--- config.mk ---
export PLATFORM = sky130hd
export DESIGN_NAME = wb_stage_pipe_flat
export DESIGN_NICKNAME = d
export VERILOG_FILES = /design/src/rtl/wb_pkg.sv /design/src/rtl/wb_stage_pipe_if.sv /design/src/rtl/wb_load_align.sv /design/src/rtl/wb_stage_pipe.sv /design/src/flat_wrapper.sv
export SDC_FILE = /design/constraint.sdc
export NUM_CORES = 1
export LEC_CHECK = 0
export ABC_AREA = 1
export BUFFER_PORTS_ARGS = -buffer_cell sky130_fd_sc_hd__buf_2
export CELL_PAD_IN_SITES_DETAIL_PLACEMENT = 1
export CELL_PAD_IN_SITES_GLOBAL_PLACEMENT = 1
export CORE_AREA = 5 5 156 158
export CTS_CLUSTER_SIZE = 28
export DETAILED_ROUTE_END_ITERATION = 8
export DIE_AREA = 0 0 161 163
export PLACE_DENSITY = 0.85
export REMOVE_ABC_BUFFERS = 1
export SKIP_CTS_REPAIR_TIMING = 1
export SLEW_MARGIN = 5
export SYNTH_ARGS = -nofsm -noshare
export SYNTH_HDL_FRONTEND = slang
export SYNTH_SLANG_ARGS = --single-unit
--- constraint.sdc ---
create_clock -name clk -period 9 [get_ports clk]
set_clock_uncertainty 0.05 [all_clocks]
set_input_delay 1.8 -clock clk [delete_from_list [all_inputs] [get_ports clk]]
set_output_delay 1.8 -clock clk [all_outputs]
set_load 0.05 [all_outputs]
--- src/rtl/wb_pkg.sv ---
// Shared definitions for the writeback stage: load-type codes, FSM encoding,
// default parameters and the sign-extension helpers used by the load aligner.
package wb_pkg;

   localparam int DEFAULT_REG_AW  = 6;
   localparam int DEFAULT_MD_W    = 64;
   localparam int DEFAULT_TIMEOUT = 16;

   localparam logic [2:0] LOAD_LW  = 3'd0;
   localparam logic [2:0] LOAD_LB  = 3'd1;
   localparam logic [2:0] LOAD_LBU = 3'd2;
   localparam logic [2:0] LOAD_LH  = 3'd3;
   localparam logic [2:0] LOAD_LHU = 3'd4;
   localparam logic [2:0] LOAD_LWL = 3'd5;
   localparam logic [2:0] LOAD_LWR = 3'd6;

   typedef enum logic [1:0] {
      ST_IDLE     = 2'd0,
      ST_WAIT_MEM = 2'd1,
      ST_COMMIT   = 2'd2
   } state_t;

   function automatic logic [31:0] sext8(input logic [7:0] b);
      return {{24{b[7]}}, b};
   endfunction

   function automatic logic [31:0] sext16(input logic [15:0] h);
      return {{16{h[15]}}, h};
   endfunction

endpackage

--- src/rtl/wb_stage_pipe_if.sv ---
// Bundle between mem stage / data memory (master) and the writeback stage (slave).
// With WB_FWD_EN defined the slave also exports the forwarding/pending signals.
interface wb_stage_pipe_if
   import wb_pkg::*;
#(
   parameter int REG_AW = DEFAULT_REG_AW,
   parameter int MD_W   = DEFAULT_MD_W
);
   logic              stop;
   logic              in_valid;
   logic              in_ready;
   logic              in_reg_en;
   logic [REG_AW-1:0] in_reg_waddr;
   logic              in_mem_read;
   logic [2:0]        in_load_type;
   logic [31:0]       in_alu_result;
   logic [31:0]       in_rt_data;
   logic              in_MD_complete;
   logic [MD_W-1:0]   in_MD_result;
   logic              mem_rvalid;
   logic [31:0]       mem_rdata;
   logic              wb_reg_en;
   logic [REG_AW-1:0] wb_reg_waddr;
   logic [31:0]       wb_reg_wdata;
   logic              wb_MD_complete;
   logic [MD_W-1:0]   wb_MD_result;
   logic              wb_mem_err;
`ifdef WB_FWD_EN
   logic              fwd_valid;
   logic              fwd_pending;
   logic [REG_AW-1:0] fwd_waddr;
   logic [31:0]       fwd_wdata;
`endif

   modport master (
      output stop, in_valid, in_reg_en, in_reg_waddr, in_mem_read, in_load_type,
             in_alu_result, in_rt_data, in_MD_complete, in_MD_result,
             mem_rvalid, mem_rdata,
      input  in_ready, wb_reg_en, wb_reg_waddr, wb_reg_wdata,
             wb_MD_complete, wb_MD_result, wb_mem_err
`ifdef WB_FWD_EN
      , input fwd_valid, fwd_pending, fwd_waddr, fwd_wdata
`endif
   );

   modport slave (
      input  stop, in_valid, in_reg_en, in_reg_waddr, in_mem_read, in_load_type,
             in_alu_result, in_rt_data, in_MD_complete, in_MD_result,
             mem_rvalid, mem_rdata,
      output in_ready, wb_reg_en, wb_reg_waddr, wb_reg_wdata,
             wb_MD_complete, wb_MD_result, wb_mem_err
`ifdef WB_FWD_EN
      , output fwd_valid, fwd_pending, fwd_waddr, fwd_wdata
`endif
   );

endinterface

--- src/rtl/wb_load_align.sv ---
// Combinational load-data alignment and extension for LW/LB/LBU/LH/LHU/LWL/LWR.
// Also reused by the mem stage to check store data.
module wb_load_align
   import wb_pkg::*;
(
   input  logic [2:0]  load_type,
   input  logic [1:0]  off,
   input  logic [31:0] rdata,
   input  logic [31:0] rt,
   output logic [31:0] result
);

   logic [7:0]  lane [4];
   logic [7:0]  byte_sel;
   logic [15:0] half_sel;
   logic        half_ok;

   genvar gi;
   generate
      for (gi = 0; gi < 4; gi++) begin : g_lane
         assign lane[gi] = rdata[8*gi +: 8];
      end
   endgenerate

   assign byte_sel = lane[off];
   assign half_sel = off[1] ? rdata[31:16] : rdata[15:0];
   // Misaligned halfword reads return zero rather than a split value.
   assign half_ok  = ~off[0];

   always_comb begin
      result = '0;
      case (load_type)
         LOAD_LW:  result = rdata;
         LOAD_LB:  result = sext8(byte_sel);
         LOAD_LBU: result = {24'd0, byte_sel};
         LOAD_LH:  result = half_ok ? sext16(half_sel) : 32'd0;
         LOAD_LHU: result = half_ok ? {16'd0, half_sel} : 32'd0;
         LOAD_LWL: begin
            case (off)
               2'd0:    result = {rdata[7:0],  rt[23:0]};
               2'd1:    result = {rdata[15:0], rt[15:0]};
               2'd2:    result = {rdata[23:0], rt[7:0]};
               default: result = rdata;
            endcase
         end
         LOAD_LWR: begin
            case (off)
               2'd0:    result = rdata;
               2'd1:    result = {rt[31:24], rdata[31:8]};
               2'd2:    result = {rt[31:16], rdata[31:16]};
               default: result = {rt[31:8],  rdata[31:24]};
            endcase
         end
         default:  result = '0;
      endcase
   end

endmodule

--- src/rtl/wb_stage_pipe.sv ---
// Buffered writeback stage: accepts one instruction, waits (bounded) for load data,
// aligns it and commits to GPR / HI-LO under downstream stall. Optional WB_FWD_EN.
module wb_stage_pipe
   import wb_pkg::*;
#(
   parameter int REG_AW  = DEFAULT_REG_AW,
   parameter int MD_W    = DEFAULT_MD_W,
   parameter int TIMEOUT = DEFAULT_TIMEOUT
)
(
   input  logic           clk,
   input  logic           reset,
   wb_stage_pipe_if.slave bus
);

   localparam logic [7:0] CNT_LAST = 8'(TIMEOUT - 1);

   state_t            state_reg, state_next;
   logic              held_reg_en_reg, held_reg_en_next;
   logic [REG_AW-1:0] held_waddr_reg, held_waddr_next;
   logic [2:0]        held_load_type_reg, held_load_type_next;
   logic [1:0]        held_off_reg, held_off_next;
   logic [31:0]       held_rt_reg, held_rt_next;
   logic              held_md_reg, held_md_next;
   logic [MD_W-1:0]   held_md_result_reg, held_md_result_next;
   logic [31:0]       wdata_reg, wdata_next;
   logic [7:0]        cnt_reg, cnt_next;
   logic              mem_err_reg, mem_err_next;

   logic              in_commit;
   logic              accept;
   logic [31:0]       align_result;

   assign in_commit    = (state_reg == ST_COMMIT);
   assign bus.in_ready = (state_reg == ST_IDLE) | (in_commit & ~bus.stop);
   assign accept       = bus.in_valid & bus.in_ready;

   // Alignment works from the held offset/type/rt so the response can arrive any cycle later.
   wb_load_align u_align (
      .load_type (held_load_type_reg),
      .off       (held_off_reg),
      .rdata     (bus.mem_rdata),
      .rt        (held_rt_reg),
      .result    (align_result)
   );

   always_ff @(posedge clk or posedge reset) begin
      if (reset) begin
         state_reg          <= ST_IDLE;
         held_reg_en_reg    <= 1'b0;
         held_waddr_reg     <= '0;
         held_load_type_reg <= '0;
         held_off_reg       <= '0;
         held_rt_reg        <= '0;
         held_md_reg        <= 1'b0;
         held_md_result_reg <= '0;
         wdata_reg          <= '0;
         cnt_reg            <= '0;
         mem_err_reg        <= 1'b0;
      end else begin
         state_reg          <= state_next;
         held_reg_en_reg    <= held_reg_en_next;
         held_waddr_reg     <= held_waddr_next;
         held_load_type_reg <= held_load_type_next;
         held_off_reg       <= held_off_next;
         held_rt_reg        <= held_rt_next;
         held_md_reg        <= held_md_next;
         held_md_result_reg <= held_md_result_next;
         wdata_reg          <= wdata_next;
         cnt_reg            <= cnt_next;
         mem_err_reg        <= mem_err_next;
      end
   end

   always_comb begin
      state_next          = state_reg;
      held_reg_en_next    = held_reg_en_reg;
      held_waddr_next     = held_waddr_reg;
      held_load_type_next = held_load_type_reg;
      held_off_next       = held_off_reg;
      held_rt_next        = held_rt_reg;
      held_md_next        = held_md_reg;
      held_md_result_next = held_md_result_reg;
      wdata_next          = wdata_reg;
      cnt_next            = cnt_reg;
      mem_err_next        = 1'b0;

      case (state_reg)
         ST_IDLE: ;
         ST_WAIT_MEM: begin
            if (bus.mem_rvalid) begin
               wdata_next = align_result;
               state_next = ST_COMMIT;
            end else if (cnt_reg == CNT_LAST) begin
               // Abort: commit a no-op so the pipeline drains, flag the error once.
               mem_err_next     = 1'b1;
               held_reg_en_next = 1'b0;
               held_md_next     = 1'b0;
               wdata_next       = '0;
               state_next       = ST_COMMIT;
            end else begin
               cnt_next = cnt_reg + 8'd1;
            end
         end
         ST_COMMIT: begin
            if (!bus.stop) state_next = ST_IDLE;
         end
         default: state_next = ST_IDLE;
      endcase

      // in_ready already folds in state and stall, so accept overrides the retire above.
      if (accept) begin
         held_reg_en_next    = bus.in_reg_en;
         held_waddr_next     = bus.in_reg_waddr;
         held_load_type_next = bus.in_load_type;
         held_off_next       = bus.in_alu_result[1:0];
         held_rt_next        = bus.in_rt_data;
         held_md_next        = bus.in_MD_complete;
         held_md_result_next = bus.in_MD_result;
         cnt_next            = '0;
         if (bus.in_mem_read) begin
            state_next = ST_WAIT_MEM;
         end else begin
            wdata_next = bus.in_alu_result;
            state_next = ST_COMMIT;
         end
      end
   end

   assign bus.wb_reg_en      = in_commit & held_reg_en_reg & ~bus.stop;
   assign bus.wb_reg_waddr   = held_waddr_reg;
   assign bus.wb_reg_wdata   = wdata_reg;
   assign bus.wb_MD_complete = in_commit & held_md_reg & ~bus.stop;
   assign bus.wb_MD_result   = held_md_result_reg;
   assign bus.wb_mem_err     = mem_err_reg;

`ifdef WB_FWD_EN
   // Forwarding ignores stop so decode can bypass a stalled commit.
   assign bus.fwd_valid   = in_commit & held_reg_en_reg;
   assign bus.fwd_pending = (state_reg == ST_WAIT_MEM) & held_reg_en_reg;
   assign bus.fwd_waddr   = held_waddr_reg;
   assign bus.fwd_wdata   = wdata_reg;
`endif

endmodule

--- src/flat_wrapper.sv ---
// flat-port wrapper written by rule: the top's interface ports become plain ports
module wb_stage_pipe_flat import wb_pkg::*;
#(
   parameter int REG_AW  = DEFAULT_REG_AW,
   parameter int MD_W    = DEFAULT_MD_W,
   parameter int TIMEOUT = DEFAULT_TIMEOUT
)
  (clk, reset, bus_stop, bus_in_valid, bus_in_reg_en, bus_in_reg_waddr, bus_in_mem_read, bus_in_load_type, bus_in_alu_result, bus_in_rt_data, bus_in_MD_complete, bus_in_MD_result, bus_mem_rvalid, bus_mem_rdata, bus_in_ready, bus_wb_reg_en, bus_wb_reg_waddr, bus_wb_reg_wdata, bus_wb_MD_complete, bus_wb_MD_result, bus_wb_mem_err);
  wb_stage_pipe_if #(.REG_AW(REG_AW), .MD_W(MD_W)) bus_i ();
  input  logic clk;
  input  logic reset;
  input wire logic [$bits(bus_i.stop)-1:0] bus_stop;
  input wire logic [$bits(bus_i.in_valid)-1:0] bus_in_valid;
  input wire logic [$bits(bus_i.in_reg_en)-1:0] bus_in_reg_en;
  input wire logic [$bits(bus_i.in_reg_waddr)-1:0] bus_in_reg_waddr;
  input wire logic [$bits(bus_i.in_mem_read)-1:0] bus_in_mem_read;
  input wire logic [$bits(bus_i.in_load_type)-1:0] bus_in_load_type;
  input wire logic [$bits(bus_i.in_alu_result)-1:0] bus_in_alu_result;
  input wire logic [$bits(bus_i.in_rt_data)-1:0] bus_in_rt_data;
  input wire logic [$bits(bus_i.in_MD_complete)-1:0] bus_in_MD_complete;
  input wire logic [$bits(bus_i.in_MD_result)-1:0] bus_in_MD_result;
  input wire logic [$bits(bus_i.mem_rvalid)-1:0] bus_mem_rvalid;
  input wire logic [$bits(bus_i.mem_rdata)-1:0] bus_mem_rdata;
  output wire logic [$bits(bus_i.in_ready)-1:0] bus_in_ready;
  output wire logic [$bits(bus_i.wb_reg_en)-1:0] bus_wb_reg_en;
  output wire logic [$bits(bus_i.wb_reg_waddr)-1:0] bus_wb_reg_waddr;
  output wire logic [$bits(bus_i.wb_reg_wdata)-1:0] bus_wb_reg_wdata;
  output wire logic [$bits(bus_i.wb_MD_complete)-1:0] bus_wb_MD_complete;
  output wire logic [$bits(bus_i.wb_MD_result)-1:0] bus_wb_MD_result;
  output wire logic [$bits(bus_i.wb_mem_err)-1:0] bus_wb_mem_err;
  assign bus_i.stop = bus_stop;
  assign bus_i.in_valid = bus_in_valid;
  assign bus_i.in_reg_en = bus_in_reg_en;
  assign bus_i.in_reg_waddr = bus_in_reg_waddr;
  assign bus_i.in_mem_read = bus_in_mem_read;
  assign bus_i.in_load_type = bus_in_load_type;
  assign bus_i.in_alu_result = bus_in_alu_result;
  assign bus_i.in_rt_data = bus_in_rt_data;
  assign bus_i.in_MD_complete = bus_in_MD_complete;
  assign bus_i.in_MD_result = bus_in_MD_result;
  assign bus_i.mem_rvalid = bus_mem_rvalid;
  assign bus_i.mem_rdata = bus_mem_rdata;
  assign bus_in_ready = bus_i.in_ready;
  assign bus_wb_reg_en = bus_i.wb_reg_en;
  assign bus_wb_reg_waddr = bus_i.wb_reg_waddr;
  assign bus_wb_reg_wdata = bus_i.wb_reg_wdata;
  assign bus_wb_MD_complete = bus_i.wb_MD_complete;
  assign bus_wb_MD_result = bus_i.wb_MD_result;
  assign bus_wb_mem_err = bus_i.wb_mem_err;
  wb_stage_pipe #(.REG_AW(REG_AW), .MD_W(MD_W), .TIMEOUT(TIMEOUT)) u_core (.clk(clk), .reset(reset), .bus(bus_i));
endmodule
==> impl_metrics.toml <==
[worst_setup_path]
critPathKind = "input pin to output pin"
cp.arrival_ns = 2.52
cp_max_fo = 3
max_stage_delay_ns = 0.29
start_kind = "input pin"
critPathRequiredTime_ns = 7.15
critical_path.slowest_cell = "buf_2"
endpoint_kind = "output pin"
cpMostUsedCell = "buf_2"
path_cells = "buf_2 > inv_1 > nand2_1 > nor2_1 > buf_2"
cp.buffers_inverters = 3
cp_top_family = "buffers and inverters"

[timing]
setup_violations = 0
tightestPinTransition_ns = 1.25
whs_ns = 0.428
tns_ns = 0
slew_violations = 0
slew_headroom = 0.166
fin_crit_ns = 4.37
worst_slack_ns = 4.63
period_share = 0.485
rsz0062_at_grt = "no"
max_freq_mhz = 229
hold_violations = 0

[detailed_routing]
vias = 9262
ant_nets = 0
drt_iter0_drc = 569
vias_per_cell = 5.19
drtPass1Iterations = 4
drc = 0
wl_mm = 33.2
post_drt_wl_per_cell_um = 18.6

[cts]
path_clk_slew_ns = 0.08
cts-htree-levels = 4
cts_buffers = 17
cts_sinks = 152
cts_tree = "built"
clk_path_buf_depth = 2
cts_root_buf = "clkbuf_16"
worstSkewPairLatency_ns = 0.44

[floorplanning]
die_w_um = 161
initial_core_util = 0.367
die_y_um = 163
ios = 283
rows = 56
die_area_um2 = 26200
core_um2 = 23000

[placement]
post-place-ws_ns = 4.64
hpwl_mm = 23.1
place.gp.congestion = 0.844
portBuffers = 282
dp.cells = 1749

[synthesis]
synth-seq-cells = 152
async_flop_share = 1.00
synth_compound_area_frac = 0.0995
synthAdderAreaFrac = 0.00148
synth_flop_cell = "dfrtp_1"
yosysTopAreaCell = "dfrtp_1"
synthXorXnorAreaFrac = 0.00519
netlist_instances = 1234
netlist_top_cells_area = "dfrtp_1, nand2_1, nand3_1"
synth.top_cell.area_share = 0.451
synth_edf_count = 0
synth_top_family_by_area = "simple AND/OR/NAND/NOR gates"
syn_area_um2 = 8440
synthMuxAreaShare = 0
avgSynthCellArea_um2 = 6.84
yosys.area_share.simple = 0.371
yosys_warnings = 0
yosysSeqAreaShare = 0.451
synth.distinct_cells = 31

[cells_and_area]
layout_commonest_cell = "nand2_1"
finalNetCount = 1656
largest_reg_flops = 64
instances_no_fill = 1783
drive_gt1_frac = 0.234
layout_common_cells = "nand2_1, buf_2, dfrtp_1"
synthToLayoutAreaGrowth_pct = 25.1

[power]
ir_drop_mv = 0.253
p_per_area_nw_per_um2 = 371
power_leakage_nw = 5.82

[grt]
grt_pass1_wl_mm = 52.7
grt_pass1_vias = 9946
grt_max_degree = 86
grt_use_total = 0.253
antenna_found_initial = 9
overflow = 0

[worst_hold_path]
hold_class = "flop to flop"

[job]
drv_cap = 0

[run_status]
status = "completed"
## worst register-to-register path, delay by kind of cell (launching register included)
| family | cells | cell delay (ns) |
|---|---|---|
| and+or+nand+nor | 7 | 1.69 |
| AOI/OAI and AO/OA | 1 | 0.16 |
| DFF | 1 | 0.37 |
| buffers and inverters | 2 | 0.45 |
## logic make-up (layout without fill, tap and decap cells)
logic type,after synthesis,after routing
xor+xnor,5,5
other cells,0,2
fa+ha+maj,1,1
compound gates,162,162
simple gates,781,781
buf+inv,133,390
flops,152,152
## layout make-up
class,count,area (um^2)
diodes,2,5.00
clock buffers,18,429
clock inverters,14,179
fillers,3053,12400
inverters,67,259
multi-input cells,949,4040
flip-flops and latches,152,3800
well taps,290,363
repair buffers,291,1480
## layer usage
| layer | global-route usage | vias to the layer above | share of wire | wire [um] |
|---|---|---|---|---|
| met5 | 0 | - | 0.0025 | 83 |
| met4 | 0.0892 | 16 | 0.030 | 1000 |
| met3 | 0.0767 | 82 | 0.075 | 2490 |
| met2 | 0.435 | 337 | 0.48 | 16100 |
| met1 | 0.302 | 4450 | 0.41 | 13500 |
| li1 | - | 4377 | - | - |
## synthesized netlist by cell type (all sizes together), types with 3 or more instances
| library cell | instances |
|---|---|
| nor2 | 125 |
| nand3 | 98 |
| nor3 | 4 |
| o22ai | 4 |
| dfrtp | 152 |
| buf | 49 |
| clkbuf | 17 |
| nand2 | 548 |
| inv | 66 |
| xor2 | 4 |
| nand4 | 3 |
| a21oi | 78 |
| o21ai | 77 |
| nand3b | 3 |
## path summary, 6_finish.rpt
kind	start	end	slack, ns	cells past startpoint
worst min register to register	u_core.bus.wb_MD_result[63]	u_core.bus.wb_MD_result[63]	0.43	2
worst min-delay path	u_core.bus.wb_MD_result[63]	u_core.bus.wb_MD_result[63]	0.43	2
min in group asynchronous	reset	u_core.bus.wb_MD_result[52]	1.42	2
max in group asynchronous	reset	u_core.bus.wb_reg_wdata[8]	6.00	3
worst max register to register	u_core.held_off_reg[1]	u_core.bus.wb_reg_wdata[28]	6.20	10
worst max-delay path	bus_stop	bus_wb_reg_en	4.63	5
## where the power goes
part | total, W | internal, W | switching [W]
registers | 0.00110 | 0.000943 | 0.000157
clock network | 0.000762 | 0.000423 | 0.000340
logic | 0.00206 | 0.000485 | 0.00157
## metrics by stage
stage,power [W],instance area (um^2),utilization
4_1_cts,0.00394,10600,0.459
6_report,0.00392,10600,0.459
2_1_floorplan,0.00254,8090,-
3_3_place_gp,0.00310,9940,0.433
3_5_place_dp,0.00317,9940,0.433
5_1_grt,0.00417,10600,0.459
No activity file was read; power rests on OpenSTA's default activity.
